`config.mk`:
```
export PLATFORM = sky130hd
export DESIGN_NAME = mem_port_arbiter_flat
export DESIGN_NICKNAME = d
export VERILOG_FILES = /design/src/rtl/mem_port_arbiter_if.sv /design/src/rtl/mem_port_arbiter.sv /design/src/flat_wrapper.sv
export SDC_FILE = /design/constraint.sdc
export NUM_CORES = 1
export LEC_CHECK = 0
export BUFFER_PORTS_ARGS = -buffer_cell sky130_fd_sc_hd__buf_2
export CAP_MARGIN = 20
export CELL_PAD_IN_SITES_DETAIL_PLACEMENT = 1
export CELL_PAD_IN_SITES_GLOBAL_PLACEMENT = 2
export CORE_ASPECT_RATIO = 1.4
export CORE_UTILIZATION = 23
export CTS_CLUSTER_DIAMETER = 150
export DETAILED_ROUTE_END_ITERATION = 6
export PLACE_DENSITY_LB_ADDON = 0.1
export SETUP_SLACK_MARGIN = 0.02
export SKIP_LAST_GASP = 1
export SYNTH_ARGS = -nofsm -noshare
export SYNTH_HDL_FRONTEND = slang
export SYNTH_SLANG_ARGS = --single-unit
```
`constraint.sdc`:
```
create_clock -name clk -period 1.9 [get_ports clk]
set_clock_uncertainty 0.05 [all_clocks]
set_input_delay 0.19 -clock clk [delete_from_list [all_inputs] [get_ports clk]]
set_output_delay 0.19 -clock clk [all_outputs]
set_load 0.02 [all_outputs]
```
`src/rtl/mem_port_arbiter_if.sv`:
```
// Bundle of the signals around the shared memory port.
//   Fetch side : if_req, if_addr  -> if_rdata, if_valid
//   Data side  : mem_req, mem_we, mem_addr, mem_wdata -> mem_rdata, mem_valid
//   Memory side: ram_req, ram_we, ram_addr, ram_wdata -> ram_rdata, ram_ack
//   Status     : bus_err (sticky timeout), stage enables pc_en/IF/ID/EX/Mem
// master modport = arbiter view, slave modport = pipeline/memory view.
interface mem_port_arbiter_if #(
  parameter int ADDR_W = 32,
  parameter int DATA_W = 32
);
  logic              if_req;
  logic [ADDR_W-1:0] if_addr;
  logic [DATA_W-1:0] if_rdata;
  logic              if_valid;

  logic              mem_req;
  logic              mem_we;
  logic [ADDR_W-1:0] mem_addr;
  logic [DATA_W-1:0] mem_wdata;
  logic [DATA_W-1:0] mem_rdata;
  logic              mem_valid;

  logic              ram_req;
  logic              ram_we;
  logic [ADDR_W-1:0] ram_addr;
  logic [DATA_W-1:0] ram_wdata;
  logic [DATA_W-1:0] ram_rdata;
  logic              ram_ack;

  logic              bus_err;
  logic              pc_en;
  logic              IF;
  logic              ID;
  logic              EX;
  logic              Mem;

  modport master (
    input  if_req, if_addr, mem_req, mem_we, mem_addr, mem_wdata,
           ram_rdata, ram_ack,
    output if_rdata, if_valid, mem_rdata, mem_valid,
           ram_req, ram_we, ram_addr, ram_wdata,
           bus_err, pc_en, IF, ID, EX, Mem
  );

  modport slave (
    output if_req, if_addr, mem_req, mem_we, mem_addr, mem_wdata,
           ram_rdata, ram_ack,
    input  if_rdata, if_valid, mem_rdata, mem_valid,
           ram_req, ram_we, ram_addr, ram_wdata,
           bus_err, pc_en, IF, ID, EX, Mem
  );
endinterface

```
`src/rtl/mem_port_arbiter.sv`:
```
// Arbiter for the single-ported unified memory shared by instruction fetch
// and the Mem stage. Each access is a req/ack handshake with variable memory
// latency and a timeout; data accesses win over fetches.
// Ports:
//   clk  - clock, rising edge
//   rst  - synchronous active-high reset
//   bus  - mem_port_arbiter_if.master: fetch/data request ports, memory
//          port, sticky bus_err and the pipeline stage enables.
module mem_port_arbiter #(
  parameter int ADDR_W  = 32,
  parameter int DATA_W  = 32,
  parameter int TIMEOUT = 255
) (
  input  logic                  clk,
  input  logic                  rst,
  mem_port_arbiter_if.master    bus
);

  typedef enum logic [1:0] {IDLE, D_ACC, I_ACC, DONE} state_t;

  localparam logic [7:0] TIMEOUT_C = 8'(TIMEOUT);

  state_t            state_q;
  logic              ram_req_q;
  logic              ram_we_q;
  logic [ADDR_W-1:0] ram_addr_q;
  logic [DATA_W-1:0] ram_wdata_q;
  logic [DATA_W-1:0] if_rdata_q;
  logic [DATA_W-1:0] mem_rdata_q;
  logic              if_valid_q;
  logic              mem_valid_q;
  logic              bus_err_q;
  logic [7:0]        wait_cnt_q;

  logic              finish_d;   // access ends this cycle (ack or timeout)
  logic [DATA_W-1:0] cap_data_d; // value returned to the requester
  logic              data_stall;
  logic              fetch_stall;

  // An ack in the same cycle as the timeout wins: the access completes normally.
  assign finish_d   = bus.ram_ack || (wait_cnt_q == TIMEOUT_C);
  assign cap_data_d = bus.ram_ack ? bus.ram_rdata : '0;

  always_ff @(posedge clk) begin
    if (rst) begin
      state_q     <= IDLE;
      ram_req_q   <= 1'b0;
      ram_we_q    <= 1'b0;
      ram_addr_q  <= '0;
      ram_wdata_q <= '0;
      if_rdata_q  <= '0;
      mem_rdata_q <= '0;
      if_valid_q  <= 1'b0;
      mem_valid_q <= 1'b0;
      bus_err_q   <= 1'b0;
      wait_cnt_q  <= '0;
    end else begin
      case (state_q)
        IDLE: begin
          wait_cnt_q <= '0;
          if (bus.mem_req) begin
            ram_addr_q  <= bus.mem_addr;
            ram_we_q    <= bus.mem_we;
            ram_wdata_q <= bus.mem_wdata;
            ram_req_q   <= 1'b1;
            state_q     <= D_ACC;
          end else if (bus.if_req) begin
            ram_addr_q  <= bus.if_addr;
            ram_we_q    <= 1'b0;
            ram_req_q   <= 1'b1;
            state_q     <= I_ACC;
          end
        end

        D_ACC, I_ACC: begin
          if (finish_d) begin
            ram_req_q <= 1'b0;
            ram_we_q  <= 1'b0;
            if (!bus.ram_ack) begin
              bus_err_q <= 1'b1;
            end
            if (state_q == D_ACC) begin
              mem_valid_q <= 1'b1;
              // Stores keep the last load value visible.
              if (!ram_we_q) begin
                mem_rdata_q <= cap_data_d;
              end
            end else begin
              if_valid_q <= 1'b1;
              if_rdata_q <= cap_data_d;
            end
            state_q <= DONE;
          end else begin
            wait_cnt_q <= wait_cnt_q + 8'd1;
          end
        end

        // One dead cycle so a request still held alongside its valid pulse
        // is not granted a second time.
        DONE: begin
          if_valid_q  <= 1'b0;
          mem_valid_q <= 1'b0;
          state_q     <= IDLE;
        end

        default: state_q <= IDLE;
      endcase
    end
  end

  assign bus.ram_req   = ram_req_q;
  assign bus.ram_we    = ram_we_q;
  assign bus.ram_addr  = ram_addr_q;
  assign bus.ram_wdata = ram_wdata_q;
  assign bus.if_rdata  = if_rdata_q;
  assign bus.if_valid  = if_valid_q;
  assign bus.mem_rdata = mem_rdata_q;
  assign bus.mem_valid = mem_valid_q;
  assign bus.bus_err   = bus_err_q;

  // A pending data access freezes the whole pipe; a pending fetch only
  // holds PC and IF so older instructions keep draining.
  assign data_stall  = bus.mem_req & ~mem_valid_q;
  assign fetch_stall = bus.if_req & ~if_valid_q;

  assign bus.pc_en = ~(data_stall | fetch_stall);
  assign bus.IF    = ~(data_stall | fetch_stall);
  assign bus.ID    = ~data_stall;
  assign bus.EX    = ~data_stall;
  assign bus.Mem   = ~data_stall;

endmodule

```
`src/flat_wrapper.sv`:
```
// flat-port wrapper written by rule: the top's interface ports become plain ports
module mem_port_arbiter_flat 
#(
  parameter int ADDR_W  = 32,
  parameter int DATA_W  = 32,
  parameter int TIMEOUT = 255
)
  (clk, rst, bus_if_req, bus_if_addr, bus_mem_req, bus_mem_we, bus_mem_addr, bus_mem_wdata, bus_ram_rdata, bus_ram_ack, bus_if_rdata, bus_if_valid, bus_mem_rdata, bus_mem_valid, bus_ram_req, bus_ram_we, bus_ram_addr, bus_ram_wdata, bus_bus_err, bus_pc_en, bus_IF, bus_ID, bus_EX, bus_Mem);
  mem_port_arbiter_if #(.ADDR_W(ADDR_W), .DATA_W(DATA_W)) bus_i ();
  input  logic clk;
  input  logic rst;
  input wire logic [$bits(bus_i.if_req)-1:0] bus_if_req;
  input wire logic [$bits(bus_i.if_addr)-1:0] bus_if_addr;
  input wire logic [$bits(bus_i.mem_req)-1:0] bus_mem_req;
  input wire logic [$bits(bus_i.mem_we)-1:0] bus_mem_we;
  input wire logic [$bits(bus_i.mem_addr)-1:0] bus_mem_addr;
  input wire logic [$bits(bus_i.mem_wdata)-1:0] bus_mem_wdata;
  input wire logic [$bits(bus_i.ram_rdata)-1:0] bus_ram_rdata;
  input wire logic [$bits(bus_i.ram_ack)-1:0] bus_ram_ack;
  output wire logic [$bits(bus_i.if_rdata)-1:0] bus_if_rdata;
  output wire logic [$bits(bus_i.if_valid)-1:0] bus_if_valid;
  output wire logic [$bits(bus_i.mem_rdata)-1:0] bus_mem_rdata;
  output wire logic [$bits(bus_i.mem_valid)-1:0] bus_mem_valid;
  output wire logic [$bits(bus_i.ram_req)-1:0] bus_ram_req;
  output wire logic [$bits(bus_i.ram_we)-1:0] bus_ram_we;
  output wire logic [$bits(bus_i.ram_addr)-1:0] bus_ram_addr;
  output wire logic [$bits(bus_i.ram_wdata)-1:0] bus_ram_wdata;
  output wire logic [$bits(bus_i.bus_err)-1:0] bus_bus_err;
  output wire logic [$bits(bus_i.pc_en)-1:0] bus_pc_en;
  output wire logic [$bits(bus_i.IF)-1:0] bus_IF;
  output wire logic [$bits(bus_i.ID)-1:0] bus_ID;
  output wire logic [$bits(bus_i.EX)-1:0] bus_EX;
  output wire logic [$bits(bus_i.Mem)-1:0] bus_Mem;
  assign bus_i.if_req = bus_if_req;
  assign bus_i.if_addr = bus_if_addr;
  assign bus_i.mem_req = bus_mem_req;
  assign bus_i.mem_we = bus_mem_we;
  assign bus_i.mem_addr = bus_mem_addr;
  assign bus_i.mem_wdata = bus_mem_wdata;
  assign bus_i.ram_rdata = bus_ram_rdata;
  assign bus_i.ram_ack = bus_ram_ack;
  assign bus_if_rdata = bus_i.if_rdata;
  assign bus_if_valid = bus_i.if_valid;
  assign bus_mem_rdata = bus_i.mem_rdata;
  assign bus_mem_valid = bus_i.mem_valid;
  assign bus_ram_req = bus_i.ram_req;
  assign bus_ram_we = bus_i.ram_we;
  assign bus_ram_addr = bus_i.ram_addr;
  assign bus_ram_wdata = bus_i.ram_wdata;
  assign bus_bus_err = bus_i.bus_err;
  assign bus_pc_en = bus_i.pc_en;
  assign bus_IF = bus_i.IF;
  assign bus_ID = bus_i.ID;
  assign bus_EX = bus_i.EX;
  assign bus_Mem = bus_i.Mem;
  mem_port_arbiter #(.ADDR_W(ADDR_W), .DATA_W(DATA_W), .TIMEOUT(TIMEOUT)) u_core (.clk(clk), .rst(rst), .bus(bus_i));
endmodule
```
==> out/results.tsv <==
stage	metric	value	unit
finish	Storage cell area	2860	µm²
placement	DP HPWL	14100	µm
yosys	number of nets produced by synthesis	753	
clock_tree	total clock buffers created by CTS	17	
timing	worst-case headroom to the max-slew limit	56.3	%
critical_path	Reg2Reg Setup Slack	0.13	ns
critical_path	endpoint required time on the critical path	2.21	ns
power_and_ir_drop	leakage dissipation	3.90	nW
detailed_routing	remaining antenna violation count after routing	0	
finish	final design instance area without fill	8700	µm²
timing	Post-Route Hold Slack	0.0399	ns
finish	post-layout utilization of the core	36.3	%
yosys	synth unique cells	40	
critical_path	crit path DAT	2.07	ns
finish	Synth-to-Final Area Change	54.8	%
timing	fin crit share	93.0	%
yosys	Synth Instances	613	
yosys	fraction of registers with async set or reset after synthesis	0	%
timing	Max Fclk	566	MHz
critical_path	kind of end point of the critical path	flip-flop	
finish	most common library cell in the layout ignoring fill and taps	sky130_fd_sc_hd__buf_2	
finish	fraction of final layout cells sized beyond drive strength 1	35.9	%
detailed_routing	detailed-router iteration count before antenna repair	6	
finish	area of combinational cells with multiple inputs	2510	µm²
timing	Setup Viol. Count Final	0	
detailed_routing	number of design rule violations left after detail routing	0	
timing	final count of pins violating max slew	0	
floorplanning	initial core utilization	23.4	%
job	max capacitance violation total	0	
timing	Worst Setup Slack, final	0.133	ns
floorplanning	count of boundary I/O pins	272	
detailed_routing	initial drt markers	125	
critical_path	type of origin of the critical path	flip-flop	
global_route	pin count of the biggest net entering global routing	77	
critical_path	reg2reg path depth	5	
detailed_routing	vias after detailed routing	5837	
placement	Buffers on Ports	271	
floorplanning	horizontal extent of the die	134	µm
clock_tree	number of H-tree levels	4	
critical_path	reg2reg start	u_core.wait_cnt_q[0]	
yosys	most instantiated flip-flop cell in the synthesis netlist	sky130_fd_sc_hd__dfxtp_1	
detailed_routing	via count normalized by instance count	4.64	
floorplanning	number of rows created at floorplan	67	
placement	cell count after placement	1157	
finish	Antenna Cells	0	
yosys	flip-flop and latch count after synthesis	143	
placement	post-placement worst setup slack	-0.0810	ns
finish	final non-filler cell total	1259	
clock_tree	clk root buf	sky130_fd_sc_hd__clkbuf_16	
finish	Filler Cells Inserted	2882	
worst_hold_path	worst min path class	in2reg	
timing	time the worst path needs with I/O delays and setup	1.77	ns
global_route	aggregate global-route resource usage	16.3	%
global_route	antenna violations before repair	0	
clock_tree	number of clock sinks	143	
detailed_routing	total wirelength of the detailed-routed design	20500	µm
power_and_ir_drop	Power Dens Cells	1270	nW/µm²
placement	placement-stage cell area	7350	µm²
timing	setup repair after global routing missed its margin	yes	
timing	number of endpoints with negative hold slack in the final report	0	
global_route	number of global-route vias before repair	6097	
clock_tree	buffer levels on the longest clock path	2	
clock_tree	CTS tree	done	
floorplanning	Die Outline Area	25100	µm²
floorplanning	area of the core region	24000	µm²
critical_path	Setup Crit Path Kind	reg2reg	
finish	# nets final	1076	
clock_tree	Clk Latency, worst-skew pair	0.41	ns
global_route	Congestion Overflow GR	0	
status	result of the run	finished clean	
finish	top library cells by usage in the layout, fill and taps aside	sky130_fd_sc_hd__buf_2, sky130_fd_sc_hd__dfxtp_1, sky130_fd_sc_hd__a21oi_1	
yosys	per-instance average area after synthesis	9.17	µm²
yosys	post-synth design cell area	5620	µm²
floorplanning	die height	187	µm
critical_path	CP Max Fanout	16	
clock_tree	clock edge transition at the registers on the reported setup and hold paths	0.06	ns
yosys	warnings from Yosys	0	
yosys	Post-synth EDFFs	0	
placement	GPL Wtd Cong	0.760	
timing	transition time at the pin with the least slew margin	0.655	ns
power_and_ir_drop	total power consumption of the routed design	11.0	mW
critical_path	Worst Setup SP	u_core.wait_cnt_q[0]	
detailed_routing	average routed wire per standard cell	16.3	µm
yosys	sequential share of the synthesized area	50.9	%
timing	sum of negative setup slack	0	ns
global_route	wire length of the first global-routing pass	32100	µm
critical_path	capturing element of the worst setup path	u_core.bus.if_rdata[25]	
critical_path	Reg-to-Reg End	u_core.bus.if_rdata[25]	
power_and_ir_drop	Worst VDD drop	0.699	mV
==> worst min path at each step <==
| stage | depth (start not counted) | to | start |
|---|---|---|---|
| 2_1_floorplan | 2 | u_core.bus.ram_we | bus_mem_we |
| 3_3_place_gp | 3 | u_core.bus.ram_we | bus_mem_we |
| 3_5_place_dp | 3 | u_core.bus.ram_we | bus_mem_we |
| 4_1_cts | 2 | u_core.bus.if_rdata[5] | bus_ram_rdata[5] |
| 5_1_grt | 2 | u_core.wait_cnt_q[5] | rst |
| 6_report | 2 | u_core.wait_cnt_q[5] | rst |
==> where the power goes <==
part	switching (mW)	internal, mW
clock network	1.41	1.96
registers	0.301	3.59
logic	2.35	1.41
total	4.06	6.97
==> critical path, cell delays in order, from the launching register on <==
cell,delay [ns]
sky130_fd_sc_hd__dfxtp_1,0.31
sky130_fd_sc_hd__ha_1,0.21
sky130_fd_sc_hd__and3_1,0.19
sky130_fd_sc_hd__a21o_1,0.25
sky130_fd_sc_hd__a21oi_4,0.50
sky130_fd_sc_hd__a32o_1,0.19
==> layer usage <==
metal | vias to the layer above | GRT usage, % | part of all wire (%)
met5 | - | 0 | 0
met2 | 190 | 30.1 | 52
met1 | 2783 | 17.5 | 40
met3 | 16 | 4.80 | 6.8
met4 | 0 | 5.32 | 1.3
li1 | 2848 | - | -
==> layout make-up <==
class	count	share of cell area, %
well taps	310	4.46
inverters	3	0.129
clock inverters	14	1.83
multi-input cells	408	28.9
repair buffers	363	26.9
clock buffers	18	4.93
flip-flops and latches	143	32.9
==> flip-flops by register name (all words and copies together), names as in the netlist <==
register and count:
u_core.bus.bus_err 1, u_core.bus.if_rdata 32, u_core.bus.if_valid 1, u_core.bus.mem_rdata 32, u_core.bus.mem_valid 1, u_core.bus.ram_addr 32
u_core.bus.ram_req 1, u_core.bus.ram_wdata 32, u_core.bus.ram_we 1, u_core.state_q 2, u_core.wait_cnt_q 8
==> cells by family (layout without fill, tap and decap cells) <==
logic type      after synthesis  after routing  share of synthesized area, %
mux                          32             32                          5.70
compound gates              190            192                          22.3
fa+ha+maj                     6              6                          1.34
simple gates                175            175                          13.8
flops                       143            143                          50.9
buf+inv                      64            398                          5.45
xor+xnor                      3              3                         0.467
==> Yosys cell counts, types with 6 or more instances <==
| library cell | number | area share, % |
|---|---|---|
| sky130_fd_sc_hd__a211oi_1 | 34 | 4.5 |
| sky130_fd_sc_hd__a21oi_1 | 75 | 6.7 |
| sky130_fd_sc_hd__a32o_1 | 32 | 5.7 |
| sky130_fd_sc_hd__buf_2 | 20 | 1.8 |
| sky130_fd_sc_hd__clkbuf_1 | 31 | 2.1 |
| sky130_fd_sc_hd__dfxtp_1 | 143 | 51 |
| sky130_fd_sc_hd__ha_1 | 6 | 1.3 |
| sky130_fd_sc_hd__mux2i_1 | 32 | 5.7 |
| sky130_fd_sc_hd__nand2_1 | 69 | 4.6 |
| sky130_fd_sc_hd__nand2b_1 | 8 | 0.89 |
| sky130_fd_sc_hd__nand3_1 | 37 | 3.3 |
| sky130_fd_sc_hd__nor2_1 | 44 | 2.9 |
| sky130_fd_sc_hd__o21ai_0 | 29 | 2.6 |
| sky130_fd_sc_hd__o21ai_1 | 6 | 0.53 |
==> timing repair <==
item                                    in CTS  in global routing
hold buffers                                64                  1
resized for setup                            5                  3
cloned                                       2                  0
endpoints found under the setup margin      71                 45
endpoints found under the hold margin       83                  1
setup buffers                                0                  3
pin swaps                                    2                  3
Power figures use the tool's default switching activity.
